File: config.mk
export PLATFORM = sky130hd
export DESIGN_NAME = vram_write_arbiter
export DESIGN_NICKNAME = d
export VERILOG_FILES = /design/src/rtl/vram_write_arbiter.sv
export SDC_FILE = /design/constraint.sdc
export NUM_CORES = 1
export LEC_CHECK = 0
export CORE_UTILIZATION = 44
export DETAILED_ROUTE_END_ITERATION = 8
export MAX_ROUTING_LAYER = met4
export PLACE_DENSITY = 0.94
export SYNTH_ARGS = -nofsm -noshare
export SYNTH_HDL_FRONTEND = slang
export SYNTH_SLANG_ARGS = --single-unit
export TNS_END_PERCENT = 50
File: constraint.sdc
create_clock -name clk -period 2.4 [get_ports clk]
set_input_delay 0.48 -clock clk [delete_from_list [all_inputs] [get_ports clk]]
set_output_delay 0.48 -clock clk [all_outputs]
set_load 0.05 [all_outputs]
File: src/rtl/vram_write_arbiter.sv
// Write-port arbiter for the 160x120 1-bit VRAM: round-robin between two requesters,
// drops out-of-range writes, optional full clear sweep compiled in by VRAM_ARB_CLEAR_EN.
module vram_write_arbiter #(
  parameter int ADDR_W    = 15,
  parameter int VRAM_SIZE = 19200
) (
  input  logic              clk,
  input  logic              reset_n,
  input  logic              clear_start,
  output logic              clear_busy,
  input  logic              a_req,
  input  logic [ADDR_W-1:0] a_addr,
  input  logic              a_data,
  output logic              a_ack,
  input  logic              b_req,
  input  logic [ADDR_W-1:0] b_addr,
  input  logic              b_data,
  output logic              b_ack,
  output logic [ADDR_W-1:0] ram_addr,
  output logic              ram_data,
  output logic              ram_we,
  output logic [7:0]        oor_count
);

  localparam logic [ADDR_W-1:0] LAST_ADDR = ADDR_W'(VRAM_SIZE - 1);

  logic              last_b;
  logic              a_elig;
  logic              b_elig;
  logic              grant_a;
  logic              grant_b;
  logic [ADDR_W-1:0] gnt_addr;
  logic              gnt_data;
  logic              gnt_ok;

`ifdef VRAM_ARB_CLEAR_EN
  localparam logic [0:0] ST_IDLE  = 1'b0;
  localparam logic [0:0] ST_CLEAR = 1'b1;
  logic [0:0] state;
`else
  logic unused_clear_start;
  assign unused_clear_start = clear_start;
  assign clear_busy         = 1'b0;
`endif

  // A requester still seeing its ack this cycle is not eligible, so held requests alternate.
  always_comb begin
    a_elig   = a_req & ~a_ack;
    b_elig   = b_req & ~b_ack;
    grant_a  = a_elig & (~b_elig | last_b);
    grant_b  = b_elig & (~a_elig | ~last_b);
    gnt_addr = grant_a ? a_addr : b_addr;
    gnt_data = grant_a ? a_data : b_data;
    gnt_ok   = (gnt_addr <= LAST_ADDR);
  end

  always_ff @(posedge clk or negedge reset_n) begin
    if (!reset_n) begin
`ifdef VRAM_ARB_CLEAR_EN
      state      <= ST_IDLE;
      clear_busy <= 1'b0;
`endif
      last_b    <= 1'b1;
      a_ack     <= 1'b0;
      b_ack     <= 1'b0;
      ram_we    <= 1'b0;
      ram_addr  <= '0;
      ram_data  <= 1'b0;
      oor_count <= '0;
    end else begin
      a_ack  <= 1'b0;
      b_ack  <= 1'b0;
      ram_we <= 1'b0;
`ifdef VRAM_ARB_CLEAR_EN
      // ram_addr doubles as the sweep counter; it holds the address written this cycle.
      if (state == ST_CLEAR) begin
        if (ram_addr == LAST_ADDR) begin
          state      <= ST_IDLE;
          clear_busy <= 1'b0;
        end else begin
          ram_addr <= ram_addr + ADDR_W'(1);
          ram_we   <= 1'b1;
        end
      end else if (clear_start) begin
        state      <= ST_CLEAR;
        clear_busy <= 1'b1;
        ram_addr   <= '0;
        ram_data   <= 1'b0;
        ram_we     <= 1'b1;
      end else
`endif
      if (grant_a || grant_b) begin
        a_ack  <= grant_a;
        b_ack  <= grant_b;
        last_b <= grant_b;
        if (gnt_ok) begin
          ram_we   <= 1'b1;
          ram_addr <= gnt_addr;
          ram_data <= gnt_data;
        end else if (oor_count != 8'hFF) begin
          oor_count <= oor_count + 8'd1;
        end
      end
    end
  end

endmodule

==> impl_results.md <==
* R2r startpoint: b_ack
* Status: completed
* Antenna violations before repair at 0
* Crit path from: oor_count[4]
* Endpoints failing setup at 0
* Worst vdd ir at 0.0008979 V
* Area grow syn2layout at 51.84%
* GRT overflow at 0
* Setup Buffers After CTS at 0
* PwrDens at between 1000 and 1500 nW/µm²
* Clock-pin transition on the worst setup and hold timing paths at 0.14 ns
* CTS tree: done
* Max clock buf depth at 2
* Worst path top cell family by delay: buffers and inverters
* PostCTS Resize Cnt at 0
* Ys Warns at 0
* Worst skew pair latency at about 0.33 ns
* Yosys top cell area share at 0.4843
* Final hold viol count at 0
* WL/cell at 14.62 µm
* Min cycle time layout at 2.080 ns
* Max_cap viols at 0
* Residual DRC at 0
* CP Cell Sequence: clkdlybuf4s50_1
* CTS root buffer: clkbuf_4
* Vias at approximately 1,200
* DP Area at 2066 µm²
* # rows at 20
* Tot GR Track Use at 0.2314
* Startpoint Class: register
* Die height at a little under 60 µm
* Post-Syn Instances at 130
* Final WL at 3.494 mm
* Number of buffers and inverters on the critical path at 1
* Crit. End Element: output port
* Critical Path Fanout Max at 5
* PortBufs at 62
* TNS Setup at 0 ns
* CP max stage cell: clkdlybuf4s50_1
* Post-placement cell count at 235
* Fill count at between 200 and 250
* Tcrit/Tclk final at 0.8669
* Slew headroom at 0.6513
* Syn avg cell area at between 10 and 15 µm²
* Worst-Margin Slew at 0.5214 ns
* Drt pass-1 iters at 4
* Synthesized Nets at roughly 170
* Synth Cell Area at 1395 µm²
* Skew final at 0.003469 ns
* Share of cells above drive strength 1 at 0.09231
* FMAX at 480.7 MHz
* Initial core utilization at 0.4607
* Core Region at 3028 µm²
* Ports at 65
* Hold crit path type: in -> async
* Global-route wire length before repair at roughly 5.7 mm
* Final instance area at 2118 µm²
* Via-per-instance ratio at between 5 and 6
* Slowest stage delay, CP at 0.83 ns
* Routability cong. at between 0.7 and 0.8
* Crit path kind: reg -> out
* Nets at about 230
* Data arrival time of the critical path at 1.60 ns
* RSZ-0062 raised after global routing: no
* Area leader, netlist: dfrtp_1
* Chip width at approximately 58 µm
* Pwr Total at 2.571 mW
* Crit path required time at 1.92 ns
* Largest net degree at the start of global routing at 29
* Sequential area share after synthesis at 0.5031
* Antenna Violating Nets Remaining at 0
* Clock buffer count from CTS at 3
* # diodes at 0
* H-tree levels at 1
* Max Slew Vio Count at 0
* Non-Filler Instances at ~240
* Synth unique cells at 31
* Clk sinks at 28
* Leak Pwr at 0.8777 nW
* Initial DRC Count at 37
* #FFs+latches synth at 28
* Sequential cell area at 701.9 µm²
* Die area at 3400 µm²
* Hpwl dp at 2.742 mm
* Cts hold-fix bufs at 0
* Top cells by area, synth: dfrtp_1 48%, mux2i_1 11%, a21oi_1 6.8%
* Number of global-route vias before repair at 1,221
* Area of the multi-input gates at 654.4 µm²
==> routing by layer <==
metal / global-route usage / wire length (µm) / vias to the layer above
met5: - / 0 / -
met4: 0.09524 / 82 / 0
met3: 0.03077 / 121 / 8
met2: 0.3941 / 1826 / 39
met1: 0.2777 / 1463 / 583
li1: - / - / 581
==> layout make-up <==
class,count,share of cell area
multi-input cells,96,0.3089
flip-flops and latches,28,0.3314
inverters,1,0.001772
repair buffers,66,0.3071
well taps,44,0.02599
clock buffers,3,0.01063
clock inverters,1,0.01418
==> report_power, final <==
group	switching (mW)	internal (mW)
logic	0.945	0.512
clock network	0.136	0.169
registers	0.147	0.661
==> per-stage QoR <==
step	util	hold slack [ns]	setup WS [ns]
after floorplan	-	0.1844	0.4752
after detailed placement	0.6822	0.5112	0.08165
after CTS	0.6996	0.4993	0.3020
final	0.6996	0.5014	0.3195
after global routing	0.6996	0.5070	0.2443
after global placement	0.6822	0.4983	0.1218
==> cell families (layout without fill, tap and decap cells) <==
group	Yosys count	in the layout	share of synthesized area
AOI/OAI and AO/OA	26	26	0.1148
muxes	18	18	0.1309
adders and majority gates	1	1	0.008967
and+or+nand+nor	45	45	0.1803
other	1	1	0.002688
buffers and inverters	6	71	0.02780
xor gates and xnor gates	5	5	0.03139
DFF	28	28	0.5031
==> worst register-to-register path, cell delays in order (launching register included) <==
cell       delay [ns]
dfrtp_1          0.44
or3b_1           0.40
o2111ai_2        0.15
nand3_4          0.16
nor3_2           0.22
mux2_1           0.34
==> final timing paths <==
path	endpoint	slack (ns)	depth (start not counted)
setup reg to reg	oor_count[7]	0.58	5
setup / recovery	oor_count[4]	0.32	1
hold / removal	ram_addr[6]	0.50	2
max in group asynchronous	last_b	1.60	2
min in group clk	oor_count[2]	0.53	1
hold reg to reg	oor_count[2]	0.53	1
==> cells in the final DEF, fill, tap and decap left out <==
master	count
clkdlybuf4s50_1	62
dfrtp_1	27
nor2_1	21
a21oi_1	19
mux2i_1	16
nand2_1	6
xor2_1	5
buf_4	4
o21ai_0	3
clkbuf_4	3
nor3b_2	2
nand2b_1	2
nor2b_1	2
and3_1	2
nand3_1	2
mux2_1	2
o221ai_2	1
or3b_1	1
o2111ai_2	1
a21oi_2	1
nor2_4	1
inv_1	1
nand3_4	1
o41a_1	1
and2_1	1
nand4_1	1
and3b_1	1
nor2b_2	1
nor3_2	1
ha_1	1
conb_1	1
bufinv_16	1
dfstp_2	1
==> registers in the layout, indices dropped and copies added (netlist names) <==
| register | cells |
|---|---|
| a_ack | 1 |
| b_ack | 1 |
| last_b | 1 |
| oor_count | 8 |
| ram_addr | 15 |
| ram_data | 1 |
| ram_we | 1 |
==> cell usage after synthesis <==
| cell | instances |
|---|---|
| xor2_1 | 5 |
| a21oi_1 | 19 |
| nor2b_2 | 1 |
| ha_1 | 1 |
| dfrtp_1 | 27 |
| conb_1 | 1 |
| nor2_4 | 1 |
| nand4_1 | 1 |
| nor2_1 | 21 |
| and3b_1 | 1 |
| nor3_2 | 1 |
| nand2b_1 | 2 |
| o221ai_2 | 1 |
| o21ai_0 | 3 |
| buf_2 | 1 |
| mux2i_1 | 16 |
| dfstp_2 | 1 |
| nand3_4 | 1 |
| mux2_1 | 2 |
| and2_1 | 1 |
| or3b_1 | 1 |
| o41a_1 | 1 |
| nand3_1 | 2 |
| inv_1 | 1 |
| nor2b_1 | 2 |
| nor3b_2 | 2 |
| and3_1 | 2 |
| o2111ai_2 | 1 |
| buf_4 | 4 |
| a21oi_2 | 1 |
| nand2_1 | 6 |
No activity file was read; power rests on OpenSTA's default activity.
